**config.mk**
```make
export PLATFORM = sky130hd
export DESIGN_NAME = seq_multiplier
export DESIGN_NICKNAME = d
export VERILOG_FILES = /design/src/rtl/seq_multiplier_pkg.sv /design/src/rtl/mul2x2_cell.sv /design/src/rtl/seq_multiplier.sv
export SDC_FILE = /design/constraint.sdc
export NUM_CORES = 1
export LEC_CHECK = 0
export CORE_UTILIZATION = 56
export DETAILED_ROUTE_END_ITERATION = 16
export GPL_TIMING_DRIVEN = 0
export HOLD_SLACK_MARGIN = 0.15
export PLACE_DENSITY = 0.78
export SLEW_MARGIN = 20
export SYNTH_ARGS = -nofsm -noshare
export SYNTH_HDL_FRONTEND = slang
export SYNTH_SLANG_ARGS = --single-unit
```
**constraint.sdc**
```tcl
create_clock -name clk -period 5.13 [get_ports clk]
set_clock_uncertainty 0.1 [all_clocks]
set_input_delay 0.7695 -clock clk [delete_from_list [all_inputs] [get_ports clk]]
set_output_delay 0.7695 -clock clk [all_outputs]
set_load 0.03 [all_outputs]
```
**src/rtl/seq_multiplier_pkg.sv**
```systemverilog
// Shared types and constants for the digit-serial multiplier and its 2x2 product cell.
// The helper lets the top size its loop without a multiply operator.
package seq_multiplier_pkg;

    localparam int DIGIT_W = 2;
    localparam int PP_W    = DIGIT_W + DIGIT_W;
    localparam int STATE_W = 2;

    localparam logic [STATE_W-1:0] ST_IDLE_ENC = 2'd0;
    localparam logic [STATE_W-1:0] ST_BUSY_ENC = 2'd1;
    localparam logic [STATE_W-1:0] ST_DONE_ENC = 2'd2;

    typedef enum logic [STATE_W-1:0] {
        IDLE = ST_IDLE_ENC,
        BUSY = ST_BUSY_ENC,
        DONE = ST_DONE_ENC
    } state_e;

    // n squared by repeated addition; only ever evaluated on parameters.
    function automatic int square(input int n);
        int s;
        s = 0;
        for (int k = 0; k < n; k++) begin
            s = s + n;
        end
        return s;
    endfunction

endpackage

```
**src/rtl/mul2x2_cell.sv**
```systemverilog
// Combinational unsigned 2x2-bit product cell; result range 0..9.
module mul2x2_cell
    import seq_multiplier_pkg::*;
(
    input  logic [DIGIT_W-1:0] x,
    input  logic [DIGIT_W-1:0] y,
    output logic [PP_W-1:0]    z
);

    logic [PP_W-1:0] row0;
    logic [PP_W-1:0] row1;

    // Two shifted-and-gated rows of the multiplicand, summed.
    always_comb begin
        row0 = {2'b00, x} & {PP_W{y[0]}};
        row1 = {1'b0, x, 1'b0} & {PP_W{y[1]}};
        z    = row0 + row1;
    end

endmodule

```
**src/rtl/seq_multiplier.sv**
```systemverilog
// Iterative WIDTH x WIDTH unsigned multiplier: one 2-bit digit pair per cycle through a
// single 2x2 cell, shifted and accumulated into a 2*WIDTH-bit product.
module seq_multiplier
    import seq_multiplier_pkg::*;
#(
    parameter int WIDTH = 8
) (
    input  logic                   clk,
    input  logic                   rst,
    input  logic                   start,
    input  logic [WIDTH-1:0]       x,
    input  logic [WIDTH-1:0]       y,
    output logic                   busy,
    output logic                   done,
    output logic [WIDTH+WIDTH-1:0] z
);

    localparam int D      = WIDTH / DIGIT_W;
    localparam int NPAIR  = square(D);
    localparam int PROD_W = WIDTH + WIDTH;
    localparam int CNT_W  = (NPAIR > 1) ? $clog2(NPAIR) : 1;
    localparam int IDX_W  = (D > 1) ? $clog2(D) : 1;
    localparam int SH_W   = $clog2(PROD_W);

    state_e              state_q, state_d;
    logic [WIDTH-1:0]    xr_q, xr_d;
    logic [WIDTH-1:0]    yr_q, yr_d;
    logic [PROD_W-1:0]   acc_q, acc_d;
    logic [PROD_W-1:0]   z_q, z_d;
    logic [CNT_W-1:0]    cnt_q, cnt_d;
    logic [IDX_W-1:0]    i_q, i_d;
    logic [IDX_W-1:0]    j_q, j_d;

    logic [DIGIT_W-1:0]  x_dig [D];
    logic [DIGIT_W-1:0]  y_dig [D];
    logic [DIGIT_W-1:0]  x_digit;
    logic [DIGIT_W-1:0]  y_digit;
    logic [PP_W-1:0]     pp;
    logic [SH_W-1:0]     shamt;
    logic [PROD_W-1:0]   pp_shift;
    logic [PROD_W-1:0]   sum;
    logic                last_pair;

    // Split the latched operands into 2-bit digits.
    generate
        for (genvar gi = 0; gi < D; gi++) begin : g_digits
            assign x_dig[gi] = xr_q[(gi << 1) +: DIGIT_W];
            assign y_dig[gi] = yr_q[(gi << 1) +: DIGIT_W];
        end
    endgenerate

    // i walks the x digits (inner loop), j the y digits (outer loop); together they track cnt.
    assign x_digit = x_dig[i_q];
    assign y_digit = y_dig[j_q];

    mul2x2_cell u_cell (
        .x (x_digit),
        .y (y_digit),
        .z (pp)
    );

    assign shamt     = (SH_W'(i_q) + SH_W'(j_q)) << 1;
    assign pp_shift  = PROD_W'(pp) << shamt;
    assign sum       = acc_q + pp_shift;
    assign last_pair = (cnt_q == CNT_W'(NPAIR - 1));

    always_ff @(posedge clk) begin
        if (rst) begin
            state_q <= IDLE;
            xr_q    <= '0;
            yr_q    <= '0;
            acc_q   <= '0;
            z_q     <= '0;
            cnt_q   <= '0;
            i_q     <= '0;
            j_q     <= '0;
        end else begin
            state_q <= state_d;
            xr_q    <= xr_d;
            yr_q    <= yr_d;
            acc_q   <= acc_d;
            z_q     <= z_d;
            cnt_q   <= cnt_d;
            i_q     <= i_d;
            j_q     <= j_d;
        end
    end

    always_comb begin
        state_d = state_q;
        case (state_q)
            IDLE:    if (start) state_d = BUSY;
            BUSY:    if (last_pair) state_d = DONE;
            DONE:    state_d = IDLE;
            default: state_d = IDLE;
        endcase
    end

    always_comb begin
        xr_d  = xr_q;
        yr_d  = yr_q;
        acc_d = acc_q;
        z_d   = z_q;
        cnt_d = cnt_q;
        i_d   = i_q;
        j_d   = j_q;
        case (state_q)
            IDLE: begin
                if (start) begin
                    xr_d  = x;
                    yr_d  = y;
                    acc_d = '0;
                    cnt_d = '0;
                    i_d   = '0;
                    j_d   = '0;
                end
            end
            BUSY: begin
                acc_d = sum;
                cnt_d = cnt_q + 1'b1;
                if (i_q == IDX_W'(D - 1)) begin
                    i_d = '0;
                    j_d = j_q + 1'b1;
                end else begin
                    i_d = i_q + 1'b1;
                end
                // The final partial product lands straight in z, not via acc.
                if (last_pair) begin
                    z_d = sum;
                end
            end
            default: ;
        endcase
    end

    always_comb begin
        busy = (state_q == BUSY);
        done = (state_q == DONE);
        z    = z_q;
    end

endmodule

```
==> impl_metrics.csv <==
group,metric,value,unit
cts,cts_hold_buf,0,
timing,period_needed,4.55,ns
critical_path,cp.required,5.27,ns
floorplan,ioPinCount,37,
timing,setup_ws,0.582,ns
critical_path,critPathKind,"flop to flop",
floorplan,die_w,76.8,um
logic_synthesis,syn_area,0.00313,mm2
critical_path,crit_top_cell,"ha_1",
placement,gpl.final_weighted_congestion,0.888,
global_routing,grt_max_degree,11,
power,seqPwrFrac,44.9,%
outcome,outcome,"finished, final reports clean",
critical_path,cpLargestDelayFamily,"compound AO/OA/AOI/OAI gates",
finish,nNetsFinal,472,
finish,syn_to_final_growth,21.8,%
timing,worstMarginPinSlew,0.573,ns
min_path,min_from,"z[6]",
critical_path,path_cells,"clkbuf_1, mux4_2, and2_1, ha_1, ha_1, nor2b_1, a31oi_1, nor2_1, ha_1, a21oi_1, o211ai_2, and3_1, or3_1, xnor2_1, o21ba_2",
finish,final_core_utilization,72.8,%
global_routing,grt_pass1_vias,2735,
cts,postCtsSetupRepairBufs,0,
global_routing,grt.overflow.total,0,
logic_synthesis,synth_top_area_share,37.1,%
routing,wire_per_inst,15.1,um
cts,cts_sinks,58,
timing,fmax,220,MHz
routing,drt_pass1_iterations,5,
timing,finalHoldViolCount,0,
power,p_sw_share,22.1,%
finish,layout_commonest_cell,"nand2_1",
placement,dpl.hpwl,5690,um
power,switching_power,230,uW
critical_path,slowest_stage,"mux4_2",
logic_synthesis,yosysTopAreaCell,"dfxtp_1",
routing,routed_wl,7610,um
placement,io_buffers,36,
power,pwr-share-comb,6.6,%
cts,cts_tree,"done",
critical_path,endpoint_kind,"flop",
finish,drive_gt1_share,6.21,%
power,p_clk_share,48.4,%
logic_synthesis,synth_cells,383,
critical_path,critPathMaxStageDelay,0.62,ns
floorplan,row_count,26,
logic_synthesis,synth_seq_cells,58,
logic_synthesis,async_flop_share,0,%
power,p_leak,0.00150,uW
finish,mostFrequentLayoutCells,"nand2_1 (76), dfxtp_1 (58), a21oi_1 (47), clkdlybuf4s50_1 (36), nor2_1 (30)",
timing,drv_slew,0,
cts,cts-buffers-inserted,9,
timing,timing.final.crit_share,88.7,%
cts,clk_latency,0.35,ns
critical_path,path_buf_inv,1,
timing,setup_viol,0,
finish,instances_no_fill,505,
placement,post-place-cells,489,
logic_synthesis,syn_avg_cell_area,8.18,um2
timing,rsz0062_at_grt,"false",
critical_path,arrival,4.69,ns
placement,pre_cts_slack,0.684,ns
routing,ant_nets,0,
cts,cts.path.max_buffers,2,
logic_synthesis,yosysSeqAreaShare,37.1,%
logic_synthesis,synth-main-ff-cell,"dfxtp_1",
critical_path,crit_fanout,7,
timing,setup_tns,0,ns
cts,cts-resized-gates,0,
routing,vias,2932,
logic_synthesis,ys.warnings.count,0,
routing,drtIter0Drc,180,
logic_synthesis,ys_types,46,
critical_path,startpoint_type,"flop",
power,power_density,273,mW/mm2
routing,via_per_inst,5.81,
routing,drc,0,
logic_synthesis,synth-edff-count,0,
logic_synthesis,syn_nets,425,
cts,h-tree-depth,3,
global_routing,grt_pass1_wl,12700,um
cts,cts.clk_slew.worst_paths,0.06,ns
finish,antenna-diode-count,0,
global_routing,antenna_found_initial,0,
min_path,hold_path.class,"flop to flop",
floorplan,start_util,59.8,%
job,max_cap_viol_count,0,
logic_synthesis,yosys-top-cells-area,"dfxtp_1 (37%), nand2_1 (9.1%), ha_1 (8.4%)",
cts,root_buffer,"clkbuf_8",
power,p_int,812,uW
critical_path,worstReg2RegStart,"j_q[0]",
timing,slew_headroom,61.8,%
floorplan,core_area,0.00524,mm2
floorplan,die-area,0.00590,mm2
power,vdd_ir_drop_max,0.000205,V
global_routing,grt_use_total,27.9,%
critical_path,crit_start,"j_q[0]",
floorplan,fp.dieH,76.8,um
[cell type report]
class,count,area (um2)
tap,70,87.6
timing repair buffer,36,360
sequential,58,1160
fill,421,1420
clock buffer,11,131
multi-input combinational,297,1870
inverter,11,41.3
buffer,17,65.1
clock inverter,5,103
[synth_stat cells, drive strengths merged (3+ instances only)]
cell and count:
nand4 3, a22o 12, ha 21, mux4 4, xor2 3, buf 4, xnor2 9, or3 3
dfxtp 58, a22oi 3, nand3 4, o21a 7, and2 5, and3 3, clkbuf 13, o21ai 11
a21oi 47, inv 11, nand2b 6, nor3 7, o211ai 6, nand2 77, nor2 30, nor2b 5
a31oi 5
[flip-flops by register name, indices dropped and copies added, names as in the netlist]
signal,cells
acc_q,16
cnt_q,4
i_q,2
j_q,2
state_q,2
xr_q,8
yr_q,8
z,16
[tightest hold or removal path, delay by kind of cell, from the launching register on]
kind             cells  cell delay, ns
AO/OA/AOI/OAI        1            0.05
AND/OR/NAND/NOR      1            0.05
flip-flops           1            0.31
[routing by layer]
| layer | share of wire (%) | GRT usage [%] | vias to the layer above |
|---|---|---|---|
| met3 | 6.7 | 7.38 | 13 |
| li1 | - | - | 1450 |
| met4 | 2.1 | 11.2 | 0 |
| met5 | 0 | 0 | - |
| met1 | 48 | 38.5 | 1374 |
| met2 | 44 | 41.1 | 95 |
[kinds of logic (layout without fill, tap and decap cells)]
group	count (synthesis)	after routing	synth area share, %
muxes	7	7	3.91
and+or+nand+nor	149	149	21.1
adders and majority gates	23	23	9.66
DFF	58	58	37.1
xor gates and xnor gates	12	12	3.35
buffers and inverters	28	80	3.39
AOI/OAI and AO/OA	106	106	21.5
[final timing paths]
| path | to | slack, ns | cells after the start |
|---|---|---|---|
| setup reg to reg | z[15] | 0.58 | 15 |
| hold reg to reg | z[6] | 0.35 | 2 |
| setup / recovery | z[15] | 0.58 | 15 |
| hold / removal | z[6] | 0.35 | 2 |
[stage by stage]
stage	instance area, um2	power (uW)	hold slack (ns)
detailed placement	3580	547	0.345
finish	3810	1040	0.351
global route	3810	1070	0.380
CTS	3810	1050	0.355
floorplan	3130	516	0.332
global placement	3580	545	0.339
[power by group through the flow]
stage / Clock, uW / Combinational [uW] / Sequential, uW
2_1_floorplan: 0 / 40.5 / 476
3_3_place_gp: 0 / 67.5 / 478
3_5_place_dp: 0 / 68.8 / 478
4_1_cts: 509 / 69.1 / 468
5_1_grt: 528 / 77.2 / 469
6_report: 505 / 69.1 / 468
Power figures use the tool's default switching activity.
==> RTL edit, RTL diff (same settings) <==
`WIDTH`: 8 -> 16.
--- a/src/rtl/seq_multiplier.sv
+++ b/src/rtl/seq_multiplier.sv
@@ -5,3 +5,3 @@
 #(
-    parameter int WIDTH = 8
+    parameter int WIDTH = 16
 ) (
Ports: changed (resized x, y and z); port bits go from 37 to 69. No check against the original RTL was run, so the function may have changed too.
==> RTL edit against the unedited design <==
Worst hold slack better by 0.011 ns. Sequential cell count up 52. Critical endpoint is now z[28]. Routed wire length up 140%. Design area up 94%. Power up 53%. Non-clock buffer count up 58. Highest routed layer unchanged. Worst setup slack worse by 0.48 ns. The flow now finishes with violations (design-rule violations). Area after synthesis up 98%.
==> RTL edit: results (changes against the unedited design) <==
[grt]
grt_pass1_wl_mm = 28.7  ; +130%
track_usage_pct = 32.4  ; +4.5 points
met2_usage_pct = 54.3  ; +13 points
grt_use_met1_pct = 39.6  ; +1.2 points
met3_usage_pct = 8.05  ; +0.67 points

[synth]
syn-num-nets = 877  ; +110%
synth_cells = 800  ; +110%
ys_seq_area_share_pct = 35.4  ; -1.6 points
ys_top_cells_by_area = dfxtp_1 35%, nand2_1 9.8%, a21oi_1 9.4%
synth_common_cells = 162 x nand2_1, 117 x a21oi_1, 110 x dfxtp_1, 87 x nor2_1, 40 x ha_1
synth_cell_types = 55  ; +20%

[clocking]
insertion_delay_ns = 0.41  ; +0.06 ns
clk_pin_slew_ns = 0.11  ; +0.05 ns

[layout]
finalNonFillerCells = 1025  ; +100%
drive_above_1_share_pct = 6.21  ; +0.0078 points
nets = 958  ; +100%

[detailed_routing]
dr.pass1.iters = 11  ; +6
drc_errors = 1  ; +1
drtIter0Drc = 410  ; +130%
via_per_inst = 5.97  ; +2.8%

[sta]
hold_ws_ns = 0.362  ; +0.0111 ns
min_period_over_period_pct = 97.9  ; +9.3 points
slew_headroom_pct = 44.7  ; -17 points

[power]
pg_comb_mw = 0.148  ; +110%
power.leakage_nw = 2.79  ; +86%
cellPowerDensity_nw_per_um2 = 215  ; -21%

[placement]
hpwl_mm = 13.6  ; +140%
detailedPlace.worstSlack_ns = -0.518  ; -1.20 ns
post_dp_cell_area_um2 = 7080  ; +98%
routabilityCongestion = 0.950  ; +7.0%
io_buffer_count = 68  ; +89%

[critical_path]
regToRegSetupSlack_ns = 0.11  ; -0.48 ns
reg2reg_to = z[28]
cp_max_fo = 8  ; +1
crit_end = z[28]

[status]
status = finished with violations
violations = design-rule violations

==> RTL edit: what timing repair did <==
item,4_1_cts,5_1_grt
gates cloned,0,0
gates resized for setup,11,17
pin swaps,0,1
buffers inserted,0,2
setup endpoints to repair,21,19
==> RTL edit: area by class of cell <==
class                   instances  area [µm²]
clock inverters                 6        80.1
multi-input cells             641        3920
inverters                       8        30.0
fillers                       951        3430
plain buffers                  41         173
well taps                     140         175
flip-flops and latches        110        2210
repair buffers                 70         696
clock buffers                   9         124
==> RTL edit: metal layers <==
metal / wire (µm) / vias to the layer above / share of wire [%]
li1: - / 2975 / -
met1: 7680 / 2866 / 43
met2: 8590 / 221 / 48
met3: 1110 / 55 / 6.1
met4: 678 / 0 / 3.8
met5: 0 / - / 0
==> RTL edit: cell families (layout without fill, tap and decap cells) <==
| family | count (synthesis) | count (layout) | share of synthesized area, % |
|---|---|---|---|
| XOR/XNOR | 33 | 33 | 4.65 |
| AND/OR/NAND/NOR | 337 | 337 | 23.7 |
| adder cells (fa/ha/maj) | 42 | 42 | 8.69 |
| AO/OA/AOI/OAI | 215 | 215 | 20.6 |
| buffers and inverters | 49 | 134 | 3.02 |
| multiplexers | 14 | 14 | 3.88 |
| flip-flops | 110 | 110 | 35.4 |
==> RTL edit: worst max-delay path, stage by stage (launching register included) <==
cell and delay, ns:
dfxtp_4 0.38, buf_6 0.13, mux4_2 0.54, mux2i_2 0.21, nor2_1 0.08, ha_1 0.20, ha_1 0.31, mux2_4 0.31
nand2b_4 0.10, nor2_1 0.05, ha_1 0.28, buf_4 0.14, nand4_1 0.14, or3_4 0.43, a31oi_4 0.26, o2111ai_4 0.20
or4_4 0.57, and3_4 0.20, o31a_1 0.23, nor2_1 0.08
